## config.mk

```make
export PLATFORM = sky130hd
export DESIGN_NAME = service_arbiter_flat
export DESIGN_NICKNAME = d
export VERILOG_FILES = /design/src/rtl/service_arbiter_if.sv /design/src/rtl/service_arbiter.sv /design/src/flat_wrapper.sv
export SDC_FILE = /design/constraint.sdc
export NUM_CORES = 1
export LEC_CHECK = 0
export BUFFER_PORTS_ARGS = -buffer_cell sky130_fd_sc_hd__buf_2
export CORE_ASPECT_RATIO = 1.25
export CORE_MARGIN = 2
export CORE_UTILIZATION = 47
export CTS_CLUSTER_DIAMETER = 120
export CTS_CLUSTER_SIZE = 16
export DETAILED_ROUTE_END_ITERATION = 10
export GPL_TIMING_DRIVEN = 0
export PLACE_DENSITY = 0.75
export SYNTH_ARGS = -nofsm -noshare
export SYNTH_HDL_FRONTEND = slang
export SYNTH_SLANG_ARGS = --single-unit
export TNS_END_PERCENT = 30
```

## constraint.sdc

```tcl
create_clock -name clk -period 4.5 [get_ports clk]
set_input_delay 0.675 -clock clk [delete_from_list [all_inputs] [get_ports clk]]
set_output_delay 0.675 -clock clk [all_outputs]
set_load 0.02 [all_outputs]
```

## src/rtl/service_arbiter_if.sv

```systemverilog
// Bundle of service-side requests, display words and the arbitrated display/button outputs.
// master drives requests and words; slave is the arbiter itself.
interface service_arbiter_if;
  logic        tick;
  logic [2:0]  spdt;
  logic        push_m;
  logic [15:0] num1;
  logic [15:0] num2;
  logic [15:0] num3;
  logic [2:0]  grant;
  logic [2:0]  push_out;
  logic [3:0]  anode;
  logic [3:0]  digit;

  modport master (
    output tick, spdt, push_m, num1, num2, num3,
    input  grant, push_out, anode, digit
  );

  modport slave (
    input  tick, spdt, push_m, num1, num2, num3,
    output grant, push_out, anode, digit
  );
endinterface

```

## src/rtl/service_arbiter.sv

```systemverilog
// Arbitrates one 4-digit display and one push button between three services with fixed
// priority, no pre-emption, and a 4-tick blanked guard period before each hand-over.
module service_arbiter (
  input logic              clk,
  input logic              reset,
  service_arbiter_if.slave bus
);

  typedef enum logic [1:0] {StIdle, StActive, StGuard} state_e;

  state_e      state_q, state_d;
  logic [2:0]  owner_q, owner_d;
  logic [1:0]  gcnt_q, gcnt_d;
  logic [1:0]  idx_q, idx_d;
  logic [3:0]  anode_q, anode_d;
  logic [3:0]  digit_q, digit_d;
  logic [2:0]  push_out_q, push_out_d;

  logic [2:0]  spdt_meta_q, spdt_s_q;
  logic        push_meta_q, push_s_q, push_prev_q;
  logic        push_rise;
  logic [15:0] src_word;

  function automatic logic [2:0] lowest(input logic [2:0] v);
    if (v[0])      return 3'b001;
    else if (v[1]) return 3'b010;
    else if (v[2]) return 3'b100;
    else           return 3'b000;
  endfunction

  // Two-flop synchronizers plus one extra stage of button history for edge detection.
  always_ff @(posedge clk or negedge reset) begin
    if (!reset) begin
      spdt_meta_q <= 3'b000;
      spdt_s_q    <= 3'b000;
      push_meta_q <= 1'b0;
      push_s_q    <= 1'b0;
      push_prev_q <= 1'b0;
    end else begin
      spdt_meta_q <= bus.spdt;
      spdt_s_q    <= spdt_meta_q;
      push_meta_q <= bus.push_m;
      push_s_q    <= push_meta_q;
      push_prev_q <= push_s_q;
    end
  end

  assign push_rise = push_s_q & ~push_prev_q;

  always_comb begin
    state_d = state_q;
    owner_d = owner_q;
    gcnt_d  = gcnt_q;
    unique case (state_q)
      StIdle: begin
        if (spdt_s_q != 3'b000) begin
          state_d = StGuard;
          owner_d = lowest(spdt_s_q);
          gcnt_d  = 2'd0;
        end
      end
      StActive, StGuard: begin
        if ((spdt_s_q & owner_q) == 3'b000) begin
          // Owner (or pending owner) withdrew: re-evaluate and restart the guard.
          gcnt_d = 2'd0;
          if (spdt_s_q != 3'b000) begin
            state_d = StGuard;
            owner_d = lowest(spdt_s_q);
          end else begin
            state_d = StIdle;
            owner_d = 3'b000;
          end
        end else if (state_q == StGuard && bus.tick) begin
          if (gcnt_q == 2'd3) begin
            state_d = StActive;
            gcnt_d  = 2'd0;
          end else begin
            gcnt_d = gcnt_q + 2'd1;
          end
        end
      end
      default: begin
        state_d = StIdle;
        owner_d = 3'b000;
        gcnt_d  = 2'd0;
      end
    endcase
  end

  always_comb begin
    src_word = 16'hFFFF;
    unique case (owner_d)
      3'b001:  src_word = bus.num1;
      3'b010:  src_word = bus.num2;
      3'b100:  src_word = bus.num3;
      default: src_word = 16'hFFFF;
    endcase
  end

  // Display follows the next state so blanking and source switch with the state register.
  always_comb begin
    idx_d      = bus.tick ? idx_q + 2'd1 : idx_q;
    anode_d    = anode_q;
    digit_d    = digit_q;
    push_out_d = 3'b000;
    if (state_d != StActive) begin
      anode_d = 4'b1111;
      digit_d = 4'hF;
    end else if (bus.tick) begin
      anode_d = ~(4'b0001 << idx_q);
      digit_d = src_word[{idx_q, 2'b00} +: 4];
    end
    if (push_rise && state_q == StActive && state_d == StActive) begin
      push_out_d = owner_q;
    end
  end

  always_ff @(posedge clk or negedge reset) begin
    if (!reset) begin
      state_q    <= StIdle;
      owner_q    <= 3'b000;
      gcnt_q     <= 2'd0;
      idx_q      <= 2'd0;
      anode_q    <= 4'b1111;
      digit_q    <= 4'hF;
      push_out_q <= 3'b000;
    end else begin
      state_q    <= state_d;
      owner_q    <= owner_d;
      gcnt_q     <= gcnt_d;
      idx_q      <= idx_d;
      anode_q    <= anode_d;
      digit_q    <= digit_d;
      push_out_q <= push_out_d;
    end
  end

  assign bus.grant    = (state_q == StActive) ? owner_q : 3'b000;
  assign bus.push_out = push_out_q;
  assign bus.anode    = anode_q;
  assign bus.digit    = digit_q;

endmodule

```

## src/flat_wrapper.sv

```systemverilog
// flat-port wrapper written by rule: the top's interface ports become plain ports
module service_arbiter_flat 
  (clk, reset, bus_tick, bus_spdt, bus_push_m, bus_num1, bus_num2, bus_num3, bus_grant, bus_push_out, bus_anode, bus_digit);
  service_arbiter_if bus_i ();
  input logic clk;
  input logic reset;
  input wire logic [$bits(bus_i.tick)-1:0] bus_tick;
  input wire logic [$bits(bus_i.spdt)-1:0] bus_spdt;
  input wire logic [$bits(bus_i.push_m)-1:0] bus_push_m;
  input wire logic [$bits(bus_i.num1)-1:0] bus_num1;
  input wire logic [$bits(bus_i.num2)-1:0] bus_num2;
  input wire logic [$bits(bus_i.num3)-1:0] bus_num3;
  output wire logic [$bits(bus_i.grant)-1:0] bus_grant;
  output wire logic [$bits(bus_i.push_out)-1:0] bus_push_out;
  output wire logic [$bits(bus_i.anode)-1:0] bus_anode;
  output wire logic [$bits(bus_i.digit)-1:0] bus_digit;
  assign bus_i.tick = bus_tick;
  assign bus_i.spdt = bus_spdt;
  assign bus_i.push_m = bus_push_m;
  assign bus_i.num1 = bus_num1;
  assign bus_i.num2 = bus_num2;
  assign bus_i.num3 = bus_num3;
  assign bus_grant = bus_i.grant;
  assign bus_push_out = bus_i.push_out;
  assign bus_anode = bus_i.anode;
  assign bus_digit = bus_i.digit;
  service_arbiter u_core (.clk(clk), .reset(reset), .bus(bus_i));
endmodule
```

==> results of run 1 <==
[cell families (layout without fill, tap and decap cells)]
family	Yosys count	count (layout)	share of synthesized area [%]
AO/OA/AOI/OAI	72	72	29.4
XOR/XNOR	2	2	0.910
adder cells (fa/ha/maj)	9	9	5.85
buffers and inverters	25	101	7.47
flip-flops	29	29	38.2
AND/OR/NAND/NOR	62	62	18.1
[layer usage]
metal | GRT usage [%] | routed length, um | up-vias
li1 | - | - | 915
met1 | 27.1 | 2050 | 886
met2 | 36.2 | 2460 | 72
met3 | 5.77 | 270 | 10
met4 | 10.1 | 114 | 0
met5 | 0 | 0 | -
[metrics by stage]
stage / util, % / hold slack [ns] / setup slack, ns
after floorplan: - / 0.331 / 1.79
after global placement: 58.4 / 0.338 / 1.38
after detailed placement: 58.4 / 0.337 / 1.35
after CTS: 61.7 / 0.352 / 1.33
after global routing: 61.7 / 0.359 / 1.09
final: 61.7 / 0.351 / 1.33
[critical path: stages, from the launching register on]
cell	delay [ns]
sky130_fd_sc_hd__dfrtp_1	0.40
sky130_fd_sc_hd__inv_1	0.08
sky130_fd_sc_hd__ha_1	0.29
sky130_fd_sc_hd__clkbuf_1	0.20
sky130_fd_sc_hd__and2_1	0.24
sky130_fd_sc_hd__a221o_1	0.37
sky130_fd_sc_hd__a221oi_2	0.50
sky130_fd_sc_hd__and3_1	0.28
sky130_fd_sc_hd__buf_6	0.16
sky130_fd_sc_hd__a22oi_1	0.10
sky130_fd_sc_hd__a211o_1	0.26
sky130_fd_sc_hd__a31oi_1	0.20
[registers in the layout, summed over array words and instances (netlist names)]
| register | cells |
|---|---|
| u_core.spdt_s_q | 3 |
| u_core.bus.digit | 4 |
| u_core.spdt_meta_q | 3 |
| u_core.push_prev_q | 1 |
| u_core.push_s_q | 1 |
| u_core.push_meta_q | 1 |
| u_core.state_q | 2 |
| u_core.bus.anode | 4 |
| u_core.bus.push_out | 3 |
| u_core.owner_q | 3 |
| u_core.gcnt_q | 2 |
| u_core.idx_q | 2 |
[synthesized netlist by cell type, types with 4 or more instances]
master / n
sky130_fd_sc_hd__and3_1: 4
sky130_fd_sc_hd__nand2_1: 15
sky130_fd_sc_hd__buf_6: 5
sky130_fd_sc_hd__ha_1: 9
sky130_fd_sc_hd__inv_1: 11
sky130_fd_sc_hd__and2_1: 8
sky130_fd_sc_hd__dfstp_2: 8
sky130_fd_sc_hd__nor2_1: 8
sky130_fd_sc_hd__dfrtp_1: 21
sky130_fd_sc_hd__nand4_1: 4
sky130_fd_sc_hd__a221o_1: 9
sky130_fd_sc_hd__o21ai_0: 10
sky130_fd_sc_hd__buf_2: 4
sky130_fd_sc_hd__a21oi_1: 13
sky130_fd_sc_hd__o211ai_1: 4
sky130_fd_sc_hd__nand3_1: 8
[cell type report]
cell class                      instances  share of cell area (%)
Inverter                               12                    1.82
Sequential cell                        29                    29.8
Timing Repair Buffer                   68                    13.8
Clock inverter                          3                    2.63
Tap cell                               56                    2.84
Clock buffer                            5                    2.79
Multi-Input combinational cell        145                    42.4
Buffer                                 13                    4.00
[report_power, final]
part / switching (mW) / total [mW] / internal (mW)
clock network: 0.104 / 0.324 / 0.220
logic: 0.353 / 0.626 / 0.273
registers: 0.0421 / 0.338 / 0.296
total: 0.499 / 1.29 / 0.789
[path summary, 6_finish.rpt]
path                                              start                         endpoint
max                         u_core.state_q[0]$_DFF_PN0_  u_core.bus.digit[2]$_DFFE_PN1P_
min                        u_core.push_meta_q$_DFF_PN0_        u_core.push_s_q$_DFF_PN0_
max reg2reg                 u_core.state_q[0]$_DFF_PN0_  u_core.bus.digit[2]$_DFFE_PN1P_
min reg2reg                u_core.push_meta_q$_DFF_PN0_        u_core.push_s_q$_DFF_PN0_
max in group asynchronous                         reset      u_core.idx_q[0]$_DFFE_PN0P_
min in group asynchronous                         reset     u_core.gcnt_q[0]$_DFFE_PN0P_
==> results by stage, run 1 <==
Global route:
- The overall track demand over capacity in global routing is 22.1%.
- The largest net degree at the start of global routing is 30.
- The number of global-route vias before repair came to 1711.
- The total congestion overflow is 0.
- The number of antenna violations at the first check in global routing is 0.
- The wire length of the first global-routing pass is 7620 um.

Synth:
- In the synthesized netlist the dominant register cell turns out to be sky130_fd_sc_hd__dfrtp_1.
- After synthesis the cells add up to 1930 um^2.
- The portion of the post-synthesis area used by sequential elements is 38.2%.
- The count of flip-flops with a built-in enable after synthesis is 0.
- After synthesis, the netlist uses 56 different library cells.
- The number of nets produced by synthesis is 263.
- The mean cell area of the mapped netlist is 9.68 um^2.
- The post-synthesis register bit count is 29.
- The library cell occupying the most area in the post-synthesis netlist is sky130_fd_sc_hd__dfrtp_1.
- The async set-or-reset flop fraction in the synthesized netlist is 100%.
- Summed over its instances, the top area cell type makes up 27.3% of the synthesized netlist area.
- The number of instances in the synthesized netlist is 199.
- Yosys attributes the largest share of cell area to sky130_fd_sc_hd__dfrtp_1, sky130_fd_sc_hd__dfstp_2, sky130_fd_sc_hd__ha_1, sky130_fd_sc_hd__a221o_1, sky130_fd_sc_hd__a21oi_1.
- Yosys printed 0 warnings.

Route:
- The first-iteration detailed-routing DRC count is 61.
- The routed layout has 1883 vias.
- The average routed wire per standard cell is 14.8 um.
- In this run the remaining antenna-violating nets after routing total 0.
- The DRC violation count after routing is 0.
- For this block, the routed nets add up to 4900 um of wire.
- For this run, the detailed router's first-pass iteration total came to 4.
- In the routed layout, each cell is associated on average with a via count of 5.69.

Die:
- The die area is 4630 um^2.
- In this run the count of I/O pins placed on the die edge is 69.
- After floorplanning, the core was divided into 26 placement rows.
- The core region is 4000 um^2.
- The die is 61.3 um wide.
- The initial utilization of the core area, before any placement, comes to 48.1%.
- The die extent in y is 75.6 um.

Pwr:
- IR analysis of the VDD net gives a maximum drop of 0.000308 V.
- Power comes to 1.29 mW.
- Power spread over the standard cell area amounts to 522 nW/um^2.
- For this design the static power due to leakage is 1.13 nW.

Timing:
- In this run the tightest slew margin relative to its limit is 53.6%.
- The count of endpoints failing setup in the final report is 0.
- The final setup skew is 0.00346 ns.
- Summed over all failing endpoints, the final setup total negative slack is 0 ns.
- The highest clock rate is 0.315 GHz.
- The clock period minus final worst setup slack is 3.17 ns.
- The count of pins over their slew limit is 0.
- The part of the cycle the worst path needs is 70.4%.
- Setup repair after global routing left no endpoint under its margin.
- The slew at the pin closest to its max-slew limit is 0.697 ns.
- The final number of hold-violating endpoints is 0.

Clock network:
- The post-cts gate resize count is 0.
- In this run the post-CTS setup repair buffer count came out at 0.
- TritonCTS built the clock tree.
- The clock drives 29 sinks.
- The clock passes through at most 2 buffers.
- The number of buffers inserted for hold repair after clock tree synthesis is 0.
- The buffer type at the clock tree root is sky130_fd_sc_hd__clkbuf_8.
- After clock tree synthesis, the clock-pin slew on the worst setup and hold paths is 0.07 ns.
- The clock buffer count from CTS is 5.
- At the later pin of the worst-skew pair, clock insertion delay measures 0.28 ns.
- The H-tree depth is 2.

Finish:
- At the end of the flow, the number of nets in the layout was 338.
- The total area of multi-input combinational cells is 1050 um^2.
- The post-synthesis to final-layout area growth is 28.3%.
- The number of diodes is 0.
- The count of non-filler cells in the finished layout is 331.
- The commonest non-fill, non-tap cell in the layout is sky130_fd_sc_hd__buf_2.
- The total area of sequential cells is 736 um^2.
- The top cell types in the final layout, fill and taps aside, are sky130_fd_sc_hd__buf_2, sky130_fd_sc_hd__dfrtp_1, sky130_fd_sc_hd__nand2_1, sky130_fd_sc_hd__a21oi_1, sky130_fd_sc_hd__inv_1.
- The number of fill cells in the layout is 351.
- The post-layout instance area is 2470 um^2.
- The share of post-route cells with drive strength above 1 is 38.5%.

Worst setup path:
- The data required time at the worst endpoint is 4.70 ns.
- The element type at the critical path end is a register.
- The flop-to-flop setup slack is 1.33 ns.
- The data arrival time at the worst-slack endpoint is 3.37 ns.
- The worst setup path is launched from a register.
- Measured in cells, the most critical reg-to-reg path has a length of 11.
- The maximum fanout encountered on the critical timing path is 10.
- The setup path with the least slack is of type reg2reg.

Placement:
- During placement, the flow inserted port buffers numbering 68.
- The total placed cells including tap cells is 323.
- After legalization and detailed placement, the total HPWL measured 3690 um.
- The placer congestion estimate is 0.842.
- The cell area after placement is 2340 um^2.

Worst hold path:
- The worst hold-check path type is reg2reg.
- The cell depth of the worst hold path is 0.

Run:
- The max-capacitance violation count is 0.

Status:
- The run finished with clean final reports.
Note: power is estimated with default switching activity, not from simulation.
==> inputs of run 2 (changes only) <==
- clock period: 4.5 -> 3.03 ns (I/O delays scaled with it)
==> run 2 against run 1 <==
Final cell count rose by 0.60%. Sequential share of layout area is 0.88 points lower. Clock skew rose by 0.0010 ns. Via count is 0.53% higher. Clock power is 49% higher. Critical path depth decreased by 4. First-iteration DRC count increased by 6.6%. Design area up 3.0%. Sequential power is 50% higher. Routed wire length is 3.3% higher. Flip-flop and latch count unchanged. Critical endpoint is now u_core.bus.digit[3]$_DFFE_PN1P_. Largest cell class unchanged. Highest routed layer unchanged.
==> results by stage, run 2 (synthesis results as in run 1) <==
Worst setup path:
- The data arrival time at the worst-slack endpoint is 3.12 ns.
- The signal on the critical path passes through a222oi_1 > and4b_1 > a221o_1 > nor4_2 > o211ai_2 > a2111oi_2 > o32ai_1.
- The category of the most critical setup path is reg2reg.
- Counting both buffers and inverters, the worst setup path holds a total of 0.
- The dominant delay contributor by cell family on the critical path is compound AO/OA/AOI/OAI gates.
- The end point of the critical path is u_core.bus.digit[3]$_DFFE_PN1P_.
- In this run the worst setup path begins at u_core.owner_q[0]$_DFF_PN0_.
- STA classifies the critical path endpoint as a register.
- The biggest cell delay along the critical path is 0.72 ns.
- The depth of the most critical reg-to-reg path is 7.
- In this run the critical register-to-register path is captured at u_core.bus.digit[3]$_DFFE_PN1P_.
- At the worst endpoint, the required time is 3.23 ns.
- The worst-path cell with the longest stage delay is sky130_fd_sc_hd__a222oi_1.
- The worst register-to-register path begins at u_core.owner_q[0]$_DFF_PN0_.
- Along the worst path, the maximum fanout reaches 8.
- The critical path crosses 7 cells after its start point.
- The worst setup path is launched from a register.
- Setup slack on the worst reg-to-reg path comes out at 0.11 ns.

Timing:
- The highest clock rate is 0.343 GHz.
- Setup repair after global routing could not meet its margin everywhere.
- The part of the cycle the worst path needs is 96.3%.
- The count of endpoints failing setup in the final report is 0.
- The final number of hold-violating endpoints is 0.
- In this run the tightest slew margin relative to its limit is 51.6%.
- The final setup skew is 0.00449 ns.
- The count of pins over their slew limit came to 0.
- For the pin with the worst max-slew slack, the measured transition is 0.725 ns.
- After layout, the worst setup slack is 0.113 ns.
- The clock period minus final worst setup slack is 2.92 ns.

Clock network:
- The clock latency on the worst-skew pair is 0.28 ns.
- The number of clock sinks is 29.
- The CTS tree is done.
- The H-tree depth is 2.
- Clock tree synthesis inserted a total of 5 buffers.
- The longest clock path from root to sink contains 2 buffers.
- CTS placed an instance of sky130_fd_sc_hd__clkbuf_8 at the clock tree root.
- The clock-pin slew reported for the worst setup and hold paths after clock tree synthesis is 0.07 ns.

Worst hold path:
- The worst hold-check path type is in2async.

Finish:
- The commonest non-fill, non-tap cell in the layout is sky130_fd_sc_hd__buf_2.
- The post-synthesis to final-layout area growth is 32.2%.
- After the last flow step, the layout net total stands at 340.
- In the final layout, the multi-input gates occupy 1100 um^2.
- Once layout is complete, the cells apart from fillers number 333.
- At the end of the flow the core is filled with cells to 63.6%.
- The library cells used most frequently in the layout, excluding fill and tap cells, are sky130_fd_sc_hd__buf_2, sky130_fd_sc_hd__dfrtp_1, sky130_fd_sc_hd__nand2_1, sky130_fd_sc_hd__a21oi_1, sky130_fd_sc_hd__inv_1.
- The number of fill cells in the layout is 344.
- Of the cells placed in the final design, the portion with a size suffix greater than 1 is 43.0%.
- The number of diodes is 0.
- Summing all flip-flop and latch instances after layout gives 736 um^2.

Die:
- The floorplan row count is 26.
- In this run the horizontal extent of the chip is 61.3 um.
- The initial core utilization is 48.1%.
- The die area is 4630 um^2.
- The core region is 4000 um^2.
- The top-level I/O count is 69.
- Measured along the y axis, the die boundary spans 75.6 um.

Route:
- The sum of routed wire length over all layers is 5060 um.
- The first-iteration detailed-routing DRC count is 65.
- For this run, design rule violations remaining after detail routing come to 0.
- Using the TritonRoute via totals, the vias-per-cell ratio works out to 5.68.
- The total number of vias is 1893.
- Once detail routing completed, the nets flagged for antenna violations numbered 0.
- Dividing the detail-routed wire length by the instance count gives 15.2 um.
- The first detailed-routing pass took 4 iterations.

Global route:
- Global routing finished with a remaining overflow of 0.
- The number of global-route vias before repair is 1723.
- The largest net degree at the start of global routing is 30.
- The overall track demand over capacity in global routing is 22.5%.
- The first global-routing pass estimated 7720 um of wire.
- The number of antenna violations at the first check in global routing is 0.

Placement:
- Detailed placement ended at an HPWL of 3690 um.
- The count of input and output buffers is 68.
- The minimum setup slack after placement is -0.120 ns.
- The placer congestion estimate is 0.842.
- Once placement completed, the tool counted placed cells totaling 323.

Pwr:
- Across the VDD grid, the largest voltage drop is 0.000456 V.
- The internal portion of the total power is 1.21 mW.
- In this run switching power makes up 39.1% of total power.
- The static leakage is 1.14 nW.
- The switching power of the nets is 777 uW.
- In this run the power density over the cells is 782 nW/um^2.
- The share of total power dissipated in the clock network is 24.3%.
- The combinational power share is 50.3%.
- Of the total power, registers draw 25.4%.

Status:
- The run finished with clean final reports.

Run:
- The max-capacitance violation count is 0.
## run 2: cell count changes in the layout (fill, tap and decap cells not counted), moves of 2 or more
| cell | delta |
|---|---|
| sky130_fd_sc_hd__a2111oi_1 | -3 |
| sky130_fd_sc_hd__a2111oi_2 | +3 |
| sky130_fd_sc_hd__buf_4 | +3 |
| sky130_fd_sc_hd__a31oi_1 | -2 |
| sky130_fd_sc_hd__a31oi_2 | +2 |
## run 2: per-stage QoR
stage	hold slack, ns	TNS [ns]	total power [mW]	area, um^2
finish	0.182	0	1.99	2540
global route	0.227	-0.0438	2.12	2540
CTS	0.188	0	1.96	2500
detailed placement	0.337	-0.242	1.43	2340
global placement	0.338	-0.0898	1.41	2340
floorplan	0.159	0	1.20	1930
## run 2: power groups by stage
stage,sequential (mW),combinational [mW],clock (mW)
after floorplan,0.489,0.712,0
after global placement,0.506,0.905,0
after detailed placement,0.508,0.920,0
after CTS,0.506,0.963,0.489
after global routing,0.515,1.09,0.507
final,0.506,1.00,0.483
## run 2: how the worst min path moves through the flow
stage                                    startpoint                          endpoint  slack (ns)  depth (start not counted)
finish                                        reset      u_core.spdt_s_q[0]$_DFF_PN0_        0.18                          1
global route                                  reset  u_core.bus.push_out[2]$_DFF_PN0_        0.23                          1
CTS                                           reset  u_core.bus.push_out[0]$_DFF_PN0_        0.19                          1
detailed placement  u_core.spdt_meta_q[0]$_DFF_PN0_      u_core.spdt_s_q[0]$_DFF_PN0_        0.34                          0
global placement    u_core.spdt_meta_q[1]$_DFF_PN0_      u_core.spdt_s_q[1]$_DFF_PN0_        0.34                          0
floorplan                                     reset  u_core.bus.push_out[0]$_DFF_PN0_        0.16                          0
## run 2: what timing repair did
action / in CTS / in global routing
resized for setup: 4 / 8
setup buffers: 1 / 2
pin swaps: 1 / 2
setup endpoints to repair: 4 / 4
hold buffers: 0 / 0
## run 2: worst register-to-register path, stage by stage, from the launching register on
cell,delay (ns)
sky130_fd_sc_hd__dfrtp_1,0.50
sky130_fd_sc_hd__a222oi_1,0.72
sky130_fd_sc_hd__and4b_1,0.27
sky130_fd_sc_hd__a221o_1,0.36
sky130_fd_sc_hd__nor4_2,0.24
sky130_fd_sc_hd__o211ai_2,0.25
sky130_fd_sc_hd__a2111oi_2,0.38
sky130_fd_sc_hd__o32ai_1,0.13
## run 2: area by class of cell
type                            count  share of cell area, %
Clock inverter                      3                   2.56
Clock buffer                        5                   2.70
Inverter                           12                   1.77
Timing Repair Buffer               71                   14.3
Sequential cell                    29                   28.9
Tap cell                           56                   2.75
Multi-Input combinational cell    145                   43.3
Buffer                             12                   3.74
## run 2: routing by layer
layer / track usage (%) / part of all wire [%] / vias to the layer above
met2: 37.0 / 50 / 76
met4: 10.1 / 2.4 / 0
met5: 0 / 0 / -
li1: - / - / 917
met3: 5.77 / 5.6 / 10
met1: 27.4 / 42 / 890
==> inputs of run 3 (changes only) <==
- CORE_UTILIZATION: 47 -> 50
- PLACE_DENSITY: 0.75 -> 0.79
==> run 3 against run 2 <==
Total power is 6.2% lower. Core utilization is 2.9 points higher. Design area fell by 1.9%. Global-route usage is 1.1 points higher. Via count is 2.1% higher. Clock skew is 0.00080 ns higher. Die area fell by 5.7%. Maximum frequency increased by 0.53%. Largest cell class unchanged.
==> results by stage, run 3 (synthesis results as in run 1) <==
Die:
- The floorplan row count is 25.
- The width of the die is 59.5 um.
- Once the floorplan was initialized, standard cells occupied 51.3% of the core.
- The die area is 4370 um^2.
- The die extent in y is 73.4 um.
- 69 I/O pins were placed.
- The area inside the core boundary is 3750 um^2.

Route:
- The antenna violation net count after detailed routing is 0.
- The number of iterations in the first detailed-routing pass is 5.
- The DRC violation count after routing is 0.
- The sum of routed wire length over all layers is 4930 um.
- In the routed layout, each cell is associated on average with a via count of 6.02.
- After detailed routing, the average wire length per cell comes to 15.4 um.
- The first-iteration detailed-routing DRC count is 105.
- Across all layers, the routed design uses 1933 vias.

Global route:
- The number of global-route vias before repair is 1765.
- The wire length of the first global-routing pass is 7790 um.
- The number of antenna violations at the first check in global routing is 0.
- The largest net degree at the start of global routing is 30.
- The total congestion overflow is 0.
- The overall track demand over capacity in global routing is 23.6%.

Worst setup path:
- The setup path with the least slack is of type reg2reg.
- Of all nets on the critical path, the largest fanout is 10.
- The depth of the most critical reg-to-reg path is 10.
- The flop-to-flop setup slack is 0.13 ns.
- STA classifies the critical path startpoint as a register.
- The worst setup path startpoint is u_core.state_q[0]$_DFF_PN0_.
- The reg-to-reg critical path startpoint is u_core.state_q[0]$_DFF_PN0_.
- The data arrival time at the worst-slack endpoint is 3.11 ns.
- STA puts the critical path data required time at 3.24 ns.
- The destination of the worst register-to-register timing path is u_core.bus.digit[2]$_DFFE_PN1P_.
- The element type at the critical path end is a register.

Placement:
- The half-perimeter wire length after detailed placement is 3660 um.
- The placer congestion estimate is 0.885.
- Timing analysis after detailed placement gives a worst setup slack of -0.125 ns.
- The count of buffers added on input and output ports is 68.

Clock network:
- The buffer depth of the longest clock path is 2.
- TritonCTS built the clock tree.
- The number of clock sinks is 29.
- The number of clock buffers added by TritonCTS is 5.
- The tree is rooted in a sky130_fd_sc_hd__clkbuf_8.
- After clock tree synthesis, the clock-pin slew on the worst setup and hold paths is 0.07 ns.
- The H-tree depth is 2.
- The clock latency on the worst-skew pair is 0.28 ns.

Worst hold path:
- The worst hold-check path type is in2async.

Timing:
- The clock period minus final worst setup slack is 2.90 ns.
- The worst slew margin relative to its limit is 57.0%.
- The final setup skew is 0.00529 ns.
- For the pin with the worst max-slew slack, the measured transition is 0.645 ns.
- The final number of hold-violating endpoints was 0.
- Of the available clock period, the critical path in the final layout requires 95.8%.
- Static timing analysis puts the maximum clock frequency at 0.345 GHz.
- The count of pins over their slew limit is 0.
- The final total negative setup slack is 0 ns.
- Setup violations remaining at the end of the flow were counted as 0.
- The final setup slack of the worst path is 0.128 ns.

Pwr:
- For this design the ratio of total power to cell area is 747 nW/um^2.
- VDD sags by at most 0.000470 V.
- Summed over all cells, the static leakage comes to 1.14 nW.

Finish:
- The post-synthesis to final-layout area growth is 29.7%.
- The share of post-route cells with drive strength above 1 is 41.3%.
- Leaving out fill and tap cells, the most frequent cell in the layout is sky130_fd_sc_hd__buf_2.
- The number of diodes is 0.
- Leaving out fill and tap cells, the most frequent cells in the layout are sky130_fd_sc_hd__buf_2, sky130_fd_sc_hd__dfrtp_1, sky130_fd_sc_hd__nand2_1, sky130_fd_sc_hd__a21oi_1, sky130_fd_sc_hd__inv_1.
- The utilization of the core after routing is 66.5%.
- The number of fill cells in the layout is 349.
- After the last flow step, the layout net total stands at 344.

Run:
- Across the run, the number of max-cap violations was 0.

Status:
- The run finished with clean final reports.
## run 3: worst max-delay path by stage
stage / to / slack [ns]
finish: u_core.bus.digit[2]$_DFFE_PN1P_ / 0.13
global route: u_core.bus.digit[0]$_DFFE_PN1P_ / -0.003
CTS: u_core.bus.digit[2]$_DFFE_PN1P_ / 0.06
detailed placement: u_core.bus.digit[2]$_DFFE_PN1P_ / -0.12
global placement: u_core.bus.digit[2]$_DFFE_PN1P_ / 0.003
floorplan: u_core.bus.digit[2]$_DFFE_PN1P_ / 0.32
## run 3: stage by stage
step / power, mW / cells / hold WS (ns) / area, um^2
after global routing: 2.01 / 321 / 0.229 / 2500
final: 1.87 / 321 / 0.191 / 2500
after detailed placement: 1.43 / 307 / 0.336 / 2320
after global placement: 1.41 / 307 / 0.336 / 2320
after CTS: 1.81 / 316 / 0.207 / 2440
after floorplan: 1.20 / 199 / 0.159 / 1930
## run 3: cell type report
type	instances	area [um^2]	area share, %
Multi-Input combinational cell	145	1080	43.4
Clock buffer	7	86.3	3.46
Buffer	12	95.1	3.81
Tap cell	40	50.0	2.00
Inverter	12	45.0	1.80
Timing Repair Buffer	75	393	15.7
Sequential cell	29	736	29.5
Clock inverter	1	7.51	0.301
## run 3: report_power, final
| group | internal (mW) | switching, mW | total, mW |
|---|---|---|---|
| Sequential | 0.440 | 0.0626 | 0.502 |
| Clock | 0.184 | 0.151 | 0.335 |
| Combinational | 0.470 | 0.559 | 1.03 |
| Total | 1.09 | 0.772 | 1.87 |
## run 3: worst max-delay path: stages (launching register included)
cell	delay [ns]
sky130_fd_sc_hd__dfrtp_1	0.36
sky130_fd_sc_hd__inv_1	0.07
sky130_fd_sc_hd__ha_1	0.42
sky130_fd_sc_hd__and2_1	0.24
sky130_fd_sc_hd__a221o_1	0.42
sky130_fd_sc_hd__a22oi_2	0.36
sky130_fd_sc_hd__and3_4	0.25
sky130_fd_sc_hd__buf_6	0.12
sky130_fd_sc_hd__a21oi_1	0.07
sky130_fd_sc_hd__a221o_1	0.35
sky130_fd_sc_hd__a31oi_1	0.16
## run 3: timing repair
action,4_1_cts,5_1_grt
setup endpoints to repair,4,4
pin swaps,2,4
hold buffers,0,0
resized for setup,4,3
buffers inserted,1,6
## run 3: routing by layer
layer,vias up,routed length [um],GRT usage (%)
met5,-,0,0
met4,0,103,9.88
met3,10,287,3.70
met2,74,2580,40.8
met1,924,1960,28.7
li1,925,-,-
